==> config.mk <==
export PLATFORM = sky130hd
export DESIGN_NAME = pattern_sequencer_flat
export DESIGN_NICKNAME = d
export VERILOG_FILES = /design/src/rtl/pattern_sequencer_if.sv /design/src/rtl/pattern_sequencer.sv /design/src/flat_wrapper.sv
export SDC_FILE = /design/constraint.sdc
export NUM_CORES = 1
export LEC_CHECK = 0
export ABC_AREA = 1
export ABC_CLOCK_PERIOD_IN_PS = 4400
export CORE_MARGIN = 2
export CORE_UTILIZATION = 30
export DETAILED_ROUTE_END_ITERATION = 8
export SYNTH_ARGS = -nofsm -noshare
export SYNTH_HDL_FRONTEND = slang
export SYNTH_SLANG_ARGS = --single-unit
==> constraint.sdc <==
create_clock -name CLOCK_25 -period 4.4 [get_ports CLOCK_25]
set_clock_uncertainty 0.2 [all_clocks]
set_input_delay 1.1 -clock CLOCK_25 [delete_from_list [all_inputs] [get_ports CLOCK_25]]
set_output_delay 1.1 -clock CLOCK_25 [all_outputs]
set_load 0.02 [all_outputs]
==> src/rtl/pattern_sequencer_if.sv <==
// pattern_sequencer_if -- slot-side bus of the pattern sequencer.
//   swap_req : per-slot level request for a fresh pattern (slot -> sequencer)
//   hit      : per-slot hit level, rising edge = one hit  (slot -> sequencer)
//   swap_ack : one-hot, one-cycle grant pulse            (sequencer -> slot)
//   slot_cmd : 4-bit pattern per slot, slot i on [4i+3:4i] (sequencer -> slot)
interface pattern_sequencer_if #(
  parameter int N_SLOTS = 3
);
  logic [N_SLOTS-1:0]   swap_req;
  logic [N_SLOTS-1:0]   hit;
  logic [N_SLOTS-1:0]   swap_ack;
  logic [4*N_SLOTS-1:0] slot_cmd;

  modport master (output swap_req, output hit, input swap_ack, input slot_cmd);
  modport slave  (input swap_req, input hit, output swap_ack, output slot_cmd);
endinterface

==> src/rtl/pattern_sequencer.sv <==
// pattern_sequencer -- game-level scheduler for the falling-note lanes.
// Owns the LFSR note source, round-robin grants pattern swaps to slots,
// tallies score/combo/misses and runs the IDLE/LOAD/PLAY/OVER game FSM.
//   CLOCK_25  : system clock
//   reset     : asynchronous, active-low reset
//   start     : level, acts in IDLE and OVER
//   bus       : slot bus (swap_req, hit in; swap_ack, slot_cmd out)
//   score     : saturating score
//   combo     : consecutive hits since last miss, saturating at 255
//   misses    : miss count
//   state     : 00 IDLE, 11 LOAD, 01 PLAY, 10 OVER
//   game_over : high while state is OVER
module pattern_sequencer #(
  parameter int         N_SLOTS    = 3,
  parameter logic [7:0] SEED       = 8'hA5,
  parameter int         MISS_LIMIT = 5,
  parameter int         SCORE_W    = 14
) (
  input  logic               CLOCK_25,
  input  logic               reset,
  input  logic               start,
  pattern_sequencer_if.slave bus,
  output logic [SCORE_W-1:0] score,
  output logic [7:0]         combo,
  output logic [3:0]         misses,
  output logic [1:0]         state,
  output logic               game_over
);

  localparam int RR_W = (N_SLOTS > 1) ? $clog2(N_SLOTS) : 1;

  typedef enum logic [1:0] {
    ST_IDLE = 2'b00,
    ST_PLAY = 2'b01,
    ST_OVER = 2'b10,
    ST_LOAD = 2'b11
  } state_t;

  state_t               state_q, state_n;
  logic [7:0]           lfsr_q, lfsr_n;
  logic [RR_W-1:0]      rr_q, rr_n;
  logic [RR_W-1:0]      ld_q, ld_n;
  logic [4*N_SLOTS-1:0] cmd_q, cmd_n;
  logic [N_SLOTS-1:0]   ack_q, ack_n;
  logic [SCORE_W-1:0]   score_q, score_n;
  logic [7:0]           combo_q, combo_n;
  logic [3:0]           misses_q, misses_n;
  logic [N_SLOTS-1:0]   flag_q, flag_n;
  logic [N_SLOTS-1:0]   hprev_q;

  logic [7:0]           lfsr_step;
  logic [3:0]           pat;
  logic [N_SLOTS-1:0]   elig;
  logic [N_SLOTS-1:0]   gnt;
  logic                 found;
  logic [RR_W-1:0]      gidx;
  logic [N_SLOTS-1:0]   counted;
  logic [3:0]           kcnt;
  logic [4:0]           inc;
  logic [SCORE_W:0]     score_sum;
  logic [8:0]           combo_sum;
  logic                 miss;

  assign lfsr_step = {lfsr_q[6:0], lfsr_q[7] ^ lfsr_q[5] ^ lfsr_q[4] ^ lfsr_q[3]};

  // Never issue an empty pattern: fall back to the high nibble, then 4'b1000.
  assign pat = (lfsr_q[3:0] != 4'd0) ? lfsr_q[3:0] :
               (lfsr_q[7:4] != 4'd0) ? lfsr_q[7:4] : 4'b1000;

  // Round-robin search split in two passes (slots at/after rr, then wrap)
  // so every index is a plain loop variable.
  always_comb begin
    elig  = bus.swap_req & ~ack_q;
    gnt   = '0;
    found = 1'b0;
    gidx  = '0;
    for (int unsigned i = 0; i < N_SLOTS; i++) begin
      if (!found && elig[i] && (i >= 32'(rr_q))) begin
        found = 1'b1;
        gidx  = RR_W'(i);
      end
    end
    for (int unsigned i = 0; i < N_SLOTS; i++) begin
      if (!found && elig[i]) begin
        found = 1'b1;
        gidx  = RR_W'(i);
      end
    end
    for (int unsigned i = 0; i < N_SLOTS; i++) begin
      gnt[i] = found && (gidx == RR_W'(i)) && (state_q == ST_PLAY);
    end
  end

  always_comb begin
    counted = (state_q == ST_PLAY) ? (bus.hit & ~hprev_q & ~flag_q) : '0;
    kcnt    = '0;
    for (int unsigned i = 0; i < N_SLOTS; i++) begin
      kcnt = kcnt + {3'b000, counted[i]};
    end
    inc       = (combo_q >= 8'd8) ? {kcnt, 1'b0} : {1'b0, kcnt};
    score_sum = {1'b0, score_q} + (SCORE_W+1)'(inc);
    combo_sum = {1'b0, combo_q} + {5'b00000, kcnt};
    // A hit landing on the granted slot in the same cycle still answers the note.
    miss      = |(gnt & ~flag_q & ~counted);
  end

  always_comb begin
    state_n  = state_q;
    lfsr_n   = lfsr_q;
    rr_n     = rr_q;
    ld_n     = ld_q;
    cmd_n    = cmd_q;
    ack_n    = '0;
    score_n  = score_q;
    combo_n  = combo_q;
    misses_n = misses_q;
    flag_n   = flag_q;

    unique case (state_q)
      ST_IDLE, ST_OVER: begin
        if (start) begin
          state_n  = ST_LOAD;
          ld_n     = '0;
          score_n  = '0;
          combo_n  = '0;
          misses_n = '0;
          flag_n   = '0;
        end
      end
      ST_LOAD: begin
        for (int unsigned i = 0; i < N_SLOTS; i++) begin
          if (ld_q == RR_W'(i)) cmd_n[4*i +: 4] = pat;
        end
        lfsr_n = lfsr_step;
        if (ld_q == RR_W'(N_SLOTS - 1)) begin
          state_n = ST_PLAY;
          rr_n    = '0;
        end else begin
          ld_n = ld_q + 1'b1;
        end
      end
      ST_PLAY: begin
        if (found) begin
          ack_n  = gnt;
          lfsr_n = lfsr_step;
          rr_n   = (gidx == RR_W'(N_SLOTS - 1)) ? '0 : gidx + 1'b1;
          for (int unsigned i = 0; i < N_SLOTS; i++) begin
            if (gnt[i]) cmd_n[4*i +: 4] = pat;
          end
        end
        score_n = score_sum[SCORE_W] ? '1 : score_sum[SCORE_W-1:0];
        flag_n  = (flag_q | counted) & ~gnt;
        if (miss) begin
          combo_n  = '0;
          misses_n = misses_q + 1'b1;
          if (misses_q == 4'(MISS_LIMIT - 1)) state_n = ST_OVER;
        end else begin
          combo_n = combo_sum[8] ? 8'hFF : combo_sum[7:0];
        end
      end
      default: state_n = ST_IDLE;
    endcase
  end

  always_ff @(posedge CLOCK_25 or negedge reset) begin
    if (!reset) begin
      state_q  <= ST_IDLE;
      lfsr_q   <= SEED;
      rr_q     <= '0;
      ld_q     <= '0;
      cmd_q    <= '0;
      ack_q    <= '0;
      score_q  <= '0;
      combo_q  <= '0;
      misses_q <= '0;
      flag_q   <= '0;
      hprev_q  <= '0;
    end else begin
      state_q  <= state_n;
      lfsr_q   <= lfsr_n;
      rr_q     <= rr_n;
      ld_q     <= ld_n;
      cmd_q    <= cmd_n;
      ack_q    <= ack_n;
      score_q  <= score_n;
      combo_q  <= combo_n;
      misses_q <= misses_n;
      flag_q   <= flag_n;
      hprev_q  <= bus.hit;
    end
  end

  assign bus.slot_cmd = cmd_q;
  assign bus.swap_ack = ack_q;
  assign score        = score_q;
  assign combo        = combo_q;
  assign misses       = misses_q;
  assign state        = state_q;
  assign game_over    = (state_q == ST_OVER);

endmodule

==> src/flat_wrapper.sv <==
// flat-port wrapper written by rule: the top's interface ports become plain ports
module pattern_sequencer_flat 
#(
  parameter int         N_SLOTS    = 3,
  parameter logic [7:0] SEED       = 8'hA5,
  parameter int         MISS_LIMIT = 5,
  parameter int         SCORE_W    = 14
)
  (CLOCK_25, reset, start, score, combo, misses, state, game_over, bus_swap_req, bus_hit, bus_swap_ack, bus_slot_cmd);
  pattern_sequencer_if #(.N_SLOTS(N_SLOTS)) bus_i ();
  input  logic CLOCK_25;
  input  logic reset;
  input  logic start;
  output logic [SCORE_W-1:0] score;
  output logic [7:0] combo;
  output logic [3:0] misses;
  output logic [1:0] state;
  output logic game_over;
  input wire logic [$bits(bus_i.swap_req)-1:0] bus_swap_req;
  input wire logic [$bits(bus_i.hit)-1:0] bus_hit;
  output wire logic [$bits(bus_i.swap_ack)-1:0] bus_swap_ack;
  output wire logic [$bits(bus_i.slot_cmd)-1:0] bus_slot_cmd;
  assign bus_i.swap_req = bus_swap_req;
  assign bus_i.hit = bus_hit;
  assign bus_swap_ack = bus_i.swap_ack;
  assign bus_slot_cmd = bus_i.slot_cmd;
  pattern_sequencer #(.N_SLOTS(N_SLOTS), .SEED(SEED), .MISS_LIMIT(MISS_LIMIT), .SCORE_W(SCORE_W)) u_core (.CLOCK_25(CLOCK_25), .reset(reset), .start(start), .bus(bus_i), .score(score), .combo(combo), .misses(misses), .state(state), .game_over(game_over));
endmodule
# == Word level (Yosys, flattened, before mapping) ==
# Index checks and enable logic that the tools add are counted.
# word_totals
ff_bits,61
out_inout_bits,44
elab_cells,147
# classes
addsub,7
order_cmp,4
eq_ne,19
muxes,51
bitwise_logic,15
n_reduce_logical,38
# ops
operator,n
two-way mux 4 bit,10
two-way mux 8 bit,4
case mux 8 bit (2 select lines),2
two-way mux 14 bit,2
case mux 14 bit (2 select lines),1
two-way mux 2 bit,13
case mux 12 bit (2 select lines),1
bitwise AND 3 bit,6
"inequality test 2 x 1 -> 1 bit, second input constant",8
AND reduction 4 bit,4
adder 14 x 5 -> 15 bit,1
inverter 3 bit,5
logical AND 1 bit,14
two-way mux 12 bit,1
two-way mux 3 bit,4
adder 8 x 4 -> 9 bit,1
AND reduction 3 bit,3
"equality test 2 bit, second input constant",4
"greater-or-equal comparator 8 x 4 -> 1 bit, second input constant",1
case mux 2 bit (2 select lines),2
case mux 4 bit (2 select lines),1
nonzero test 4 bit,2
two-way mux 1 bit,7
"equality test 2 x 1 -> 1 bit, second input constant",3
other kinds (19),34

# == Depth between registers and ports, before layout ==
# depth
word_depth,29
depth_mapped,20

# == Least setup slack after synthesis ==
# Ideal clock, no wire load.
# synth_path
path_type,input-to-reg
startpoint,input bus_hit[0]
endpoint,"register u_core.score_q[13], in the netlist u_core.score[13]"
setup_time_ps,120
arrival_ps,3558
slack_ps,522
cell_stages,16
cell_sequence,nand2_1 > nor3_4 > ha_1 > ha_1 > ha_1 > mux2_2 > ha_1 > nand3_1 > nand2_1 > nand2_1 > a21oi_1 > nand2_1 > nor2_1 > a21oi_1 > o21ai_1 > nand2_1
# synth_via
elab_chain_cells,9
# synth_lines
element,line_no,text
"start, declared",flat_wrapper.sv:20,input wire logic [$bits(bus_i.hit)-1:0] bus_hit;
bitwise AND 3 bit (2 in series),pattern_sequencer.sv:95,counted = (state_q == ST_PLAY) ? (bus.hit & ~hprev_q & ~flag_q) : '0;
two-way mux 3 bit,pattern_sequencer.sv:95,
adder 1 x 1 -> 2 bit,pattern_sequencer.sv:98,"kcnt = kcnt + {3'b000, counted[i]};"
adder 4 x 1 -> 4 bit,pattern_sequencer.sv:98,
two-way mux 5 bit,pattern_sequencer.sv:100,"inc = (combo_q >= 8'd8) ? {kcnt, 1'b0} : {1'b0, kcnt};"
adder 14 x 5 -> 15 bit,pattern_sequencer.sv:101,"score_sum = {1'b0, score_q} + (SCORE_W+1)'(inc);"
two-way mux 14 bit,pattern_sequencer.sv:151,score_n = score_sum[SCORE_W] ? '1 : score_sum[SCORE_W-1:0];
case mux 14 bit (2 select lines),pattern_sequencer.sv:119,unique case (state_q)
"end signal, assigned",pattern_sequencer.sv:185,score_q <= score_n;
"end, declared",pattern_sequencer.sv:45,"logic [SCORE_W-1:0] score_q, score_n;"
# Every way passes these cells.
# A chain may end at the register's enable or synchronous reset.

# == Final worst setup path ==
# layout_path
startpoint,input bus_hit[1]
endpoint,"register u_core.score_q[13], in the netlist u_core.score[13]"
# Same word-level chain as after synthesis.

==> results.json <==
{
  "pwr-share-clk": 0.283,
  "p_sw_w": 0.000913,
  "grt_pass1_wl_mm": 13.1,
  "ant_nets": 0,
  "cp_max_fo": 5,
  "die_w_um": 110,
  "routed_via_density": 4.65,
  "htreeDepth": 3,
  "netlist_area_sq_um": 3390,
  "dp_hpwl_mm": 5.83,
  "wl_per_cell_um": 12.6,
  "syn2layout_area_growth_pct": 30.5,
  "vias": 2858,
  "start_kind": "input pin",
  "power_frac_comb": 0.396,
  "p_int_w": 0.00138,
  "coreArea_sq_um": 10900,
  "syn_nets": 425,
  "yosysUniqueCellTypes": 38,
  "ir_worst_vdd_v": 0.000248,
  "dieHeight_um": 110,
  "slowest_stage": "clkdlybuf4s50_1",
  "rsz0062_at_grt": "false",
  "syn_avg_cell_area_sq_um": 8.53,
  "rows": 38,
  "syn-instance-count": 398,
  "fin_hold_ws_ns": 0.278,
  "instances_no_fill": 614,
  "period_needed_ns": 4.13,
  "cts_tree": "built",
  "grt_max_degree": 33,
  "cp.arrival_ns": 4.13,
  "drv_slew": 0,
  "initial_core_util": 0.310,
  "grt_pass1_vias": 2783,
  "first_pass_iters": 4,
  "leakagePower_nw": 2.09,
  "clock_sinks": 61,
  "synthArstFlopShare": 1.00,
  "ys.flop_type": "dfrtp_1",
  "tightest_slew_ns": 0.696,
  "relSlewSlack": 0.536,
  "numCtsBuffers": 9,
  "hold_buffers": 0,
  "finalHoldViolations": 0,
  "final_nets": 496,
  "required_ns": 4.40,
  "synth_seq_cells": 61,
  "clk_pin_slew_ns": 0.05,
  "numPortBuffers": 52,
  "root_buffer": "clkbuf_16",
  "fill_cells": 1107,
  "yosysSeqAreaShare": 0.451,
  "grt_overflow": 0,
  "mostFrequentLayoutCells": "nand2_1, dfrtp_1, clkdlybuf4s50_1",
  "clkLatencyLatePin_ns": 0.32,
  "synth_edf_count": 0,
  "fmax_mhz": 242,
  "dp.cells": 598,
  "worstSetupPathType": "input pin to flip-flop",
  "yosysWarnings": 0,
  "worst_path_largest_cell_delay_ns": 0.48,
  "drt_iter0_drc": 131,
  "swShare": 0.398,
  "cap_violations": 0,
  "grt_util_all_layers": 0.138,
  "hp-class": "flip-flop to flip-flop",
  "diodes": 0,
  "drive_gt1_frac": 0.112,
  "p_per_area_nw_per_um2": 518,
  "power.share.sequential": 0.322,
  "crit_top_cell": "nand2_1",
  "drc": 0,
  "grt_antenna_before_repair": 0,
  "ioPinCount": 53,
  "layout_commonest_cell": "nand2_1",
  "cts_buffer_depth": 2,
  "endpoint_kind": "flip-flop",
  "final-setup-viol-count": 0,
  "place_congestion": 0.876,
  "drt-total-wl_mm": 7.77,
  "die_area_sq_um": 12200,
  "period_share": 0.938,
  "status": "complete, no violations",
  "crit_chain": "clkdlybuf4s50_1 > nand2_1 > nor3_4 > ha_1 > ha_1 > ha_1 > mux2_2 > ha_1 > buf_4 > a31oi_1 > nor3_2 > nand2_1 > nor2_1 > nand2_1 > nand2_1 > o21ai_1 > nand2_1"
}
==> cell families (layout without fill, tap and decap cells) <==
group / after synthesis / in the layout / synth area share
and+or+nand+nor: 172 / 172 / 0.238
DFF: 61 / 61 / 0.451
muxes: 5 / 5 / 0.0166
buffers and inverters: 58 / 134 / 0.0678
adders and majority gates: 18 / 18 / 0.0730
xor gates and xnor gates: 15 / 15 / 0.0387
AOI/OAI and AO/OA: 69 / 69 / 0.115
==> cell type report <==
cell class / count / area (sq um) / share of cell area
clock buffer: 15 / 268 / 0.0605
clock inverter: 1 / 5.00 / 0.00113
inverter: 53 / 201 / 0.0455
multi-input combinational: 279 / 1640 / 0.369
sequential: 61 / 1530 / 0.346
tap: 140 / 175 / 0.0395
timing repair buffer: 65 / 613 / 0.138
==> state kept, by name, summed over array words and instances (netlist names) <==
name	count
u_core.score	14
u_core.bus.slot_cmd	12
u_core.combo	8
u_core.lfsr_q	8
u_core.misses	4
u_core.bus.swap_ack	3
u_core.flag_q	3
u_core.hprev_q	3
u_core.ld_q	2
u_core.rr_q	2
u_core.state	2
==> through the flow <==
stage | utilization | setup TNS [ns] | setup WS [ns] | area, sq um | power (W)
2_1_floorplan | - | 0 | 0.522 | 3390 | 0.00137
3_3_place_gp | 0.380 | 0 | 0.0156 | 4150 | 0.00165
3_5_place_dp | 0.380 | -0.161 | -0.0905 | 4150 | 0.00167
4_1_cts | 0.405 | 0 | 0.233 | 4430 | 0.00233
5_1_grt | 0.405 | 0 | 0.0444 | 4430 | 0.00247
6_report | 0.405 | 0 | 0.271 | 4430 | 0.00229
==> cell usage after synthesis, types with 4 or more instances <==
cell     number  area, sq um
nand2_1      97          364
dfstp_2       4          105
nor2_1       28          105
o22ai_1       8         50.1
xnor2_1       6         52.6
ha_1         15          188
mux2_2        4         45.0
o21ai_0      30          150
xor2_1        9         78.8
dfrtp_1      57         1430
nand3_1      23          115
a21oi_1      13         65.1
inv_1        50          188
nor3_1        5         25.0
o21ai_1      10         50.1
==> power by group through the flow <==
stage,registers (W),logic (W),clock network (W)
2_1_floorplan,0.000799,0.000569,0
3_3_place_gp,0.000744,0.000910,0
3_5_place_dp,0.000745,0.000925,0
4_1_cts,0.000739,0.000925,0.000664
5_1_grt,0.000753,0.00102,0.000694
6_report,0.000737,0.000907,0.000648
==> worst max-delay path: cells and delay by family <==
family,cells,cell delay [ns]
compound gates,2,0.36
fa+ha+maj,4,0.95
buf+inv,2,0.63
mux,1,0.27
simple gates,8,0.82
==> worst paths after layout <==
kind | slack, ns | cells after the start | start | to
worst max-delay path | 0.27 | 17 | bus_hit[1] | u_core.score[13]$_DFFE_PN0P_
min in group asynchronous | 0.63 | 1 | reset | u_core.state[0]$_DFFE_PN0P_
worst min-delay path | 0.28 | 2 | u_core.lfsr_q[2]$_DFFE_PN1P_ | u_core.lfsr_q[2]$_DFFE_PN1P_
max in group asynchronous | 2.45 | 2 | reset | u_core.lfsr_q[2]$_DFFE_PN1P_
worst min register to register | 0.28 | 2 | u_core.lfsr_q[2]$_DFFE_PN1P_ | u_core.lfsr_q[2]$_DFFE_PN1P_
worst max register to register | 0.63 | 18 | u_core.state[0]$_DFFE_PN0P_ | u_core.score[13]$_DFFE_PN0P_
==> layer usage <==
metal | share of wire | track usage | routed length (um) | up-vias
li1 | - | - | - | 1438
met1 | 0.46 | 0.181 | 3590 | 1350
met2 | 0.48 | 0.224 | 3750 | 60
met3 | 0.044 | 0.0359 | 341 | 10
met4 | 0.011 | 0.0366 | 84 | 0
met5 | 0 | 0 | 0 | -
==> what timing repair did <==
item	in CTS	in global routing
endpoints found under the setup margin	0	1
buffers inserted	0	0
resized for setup	0	1
No activity file was read; power rests on OpenSTA's default activity.
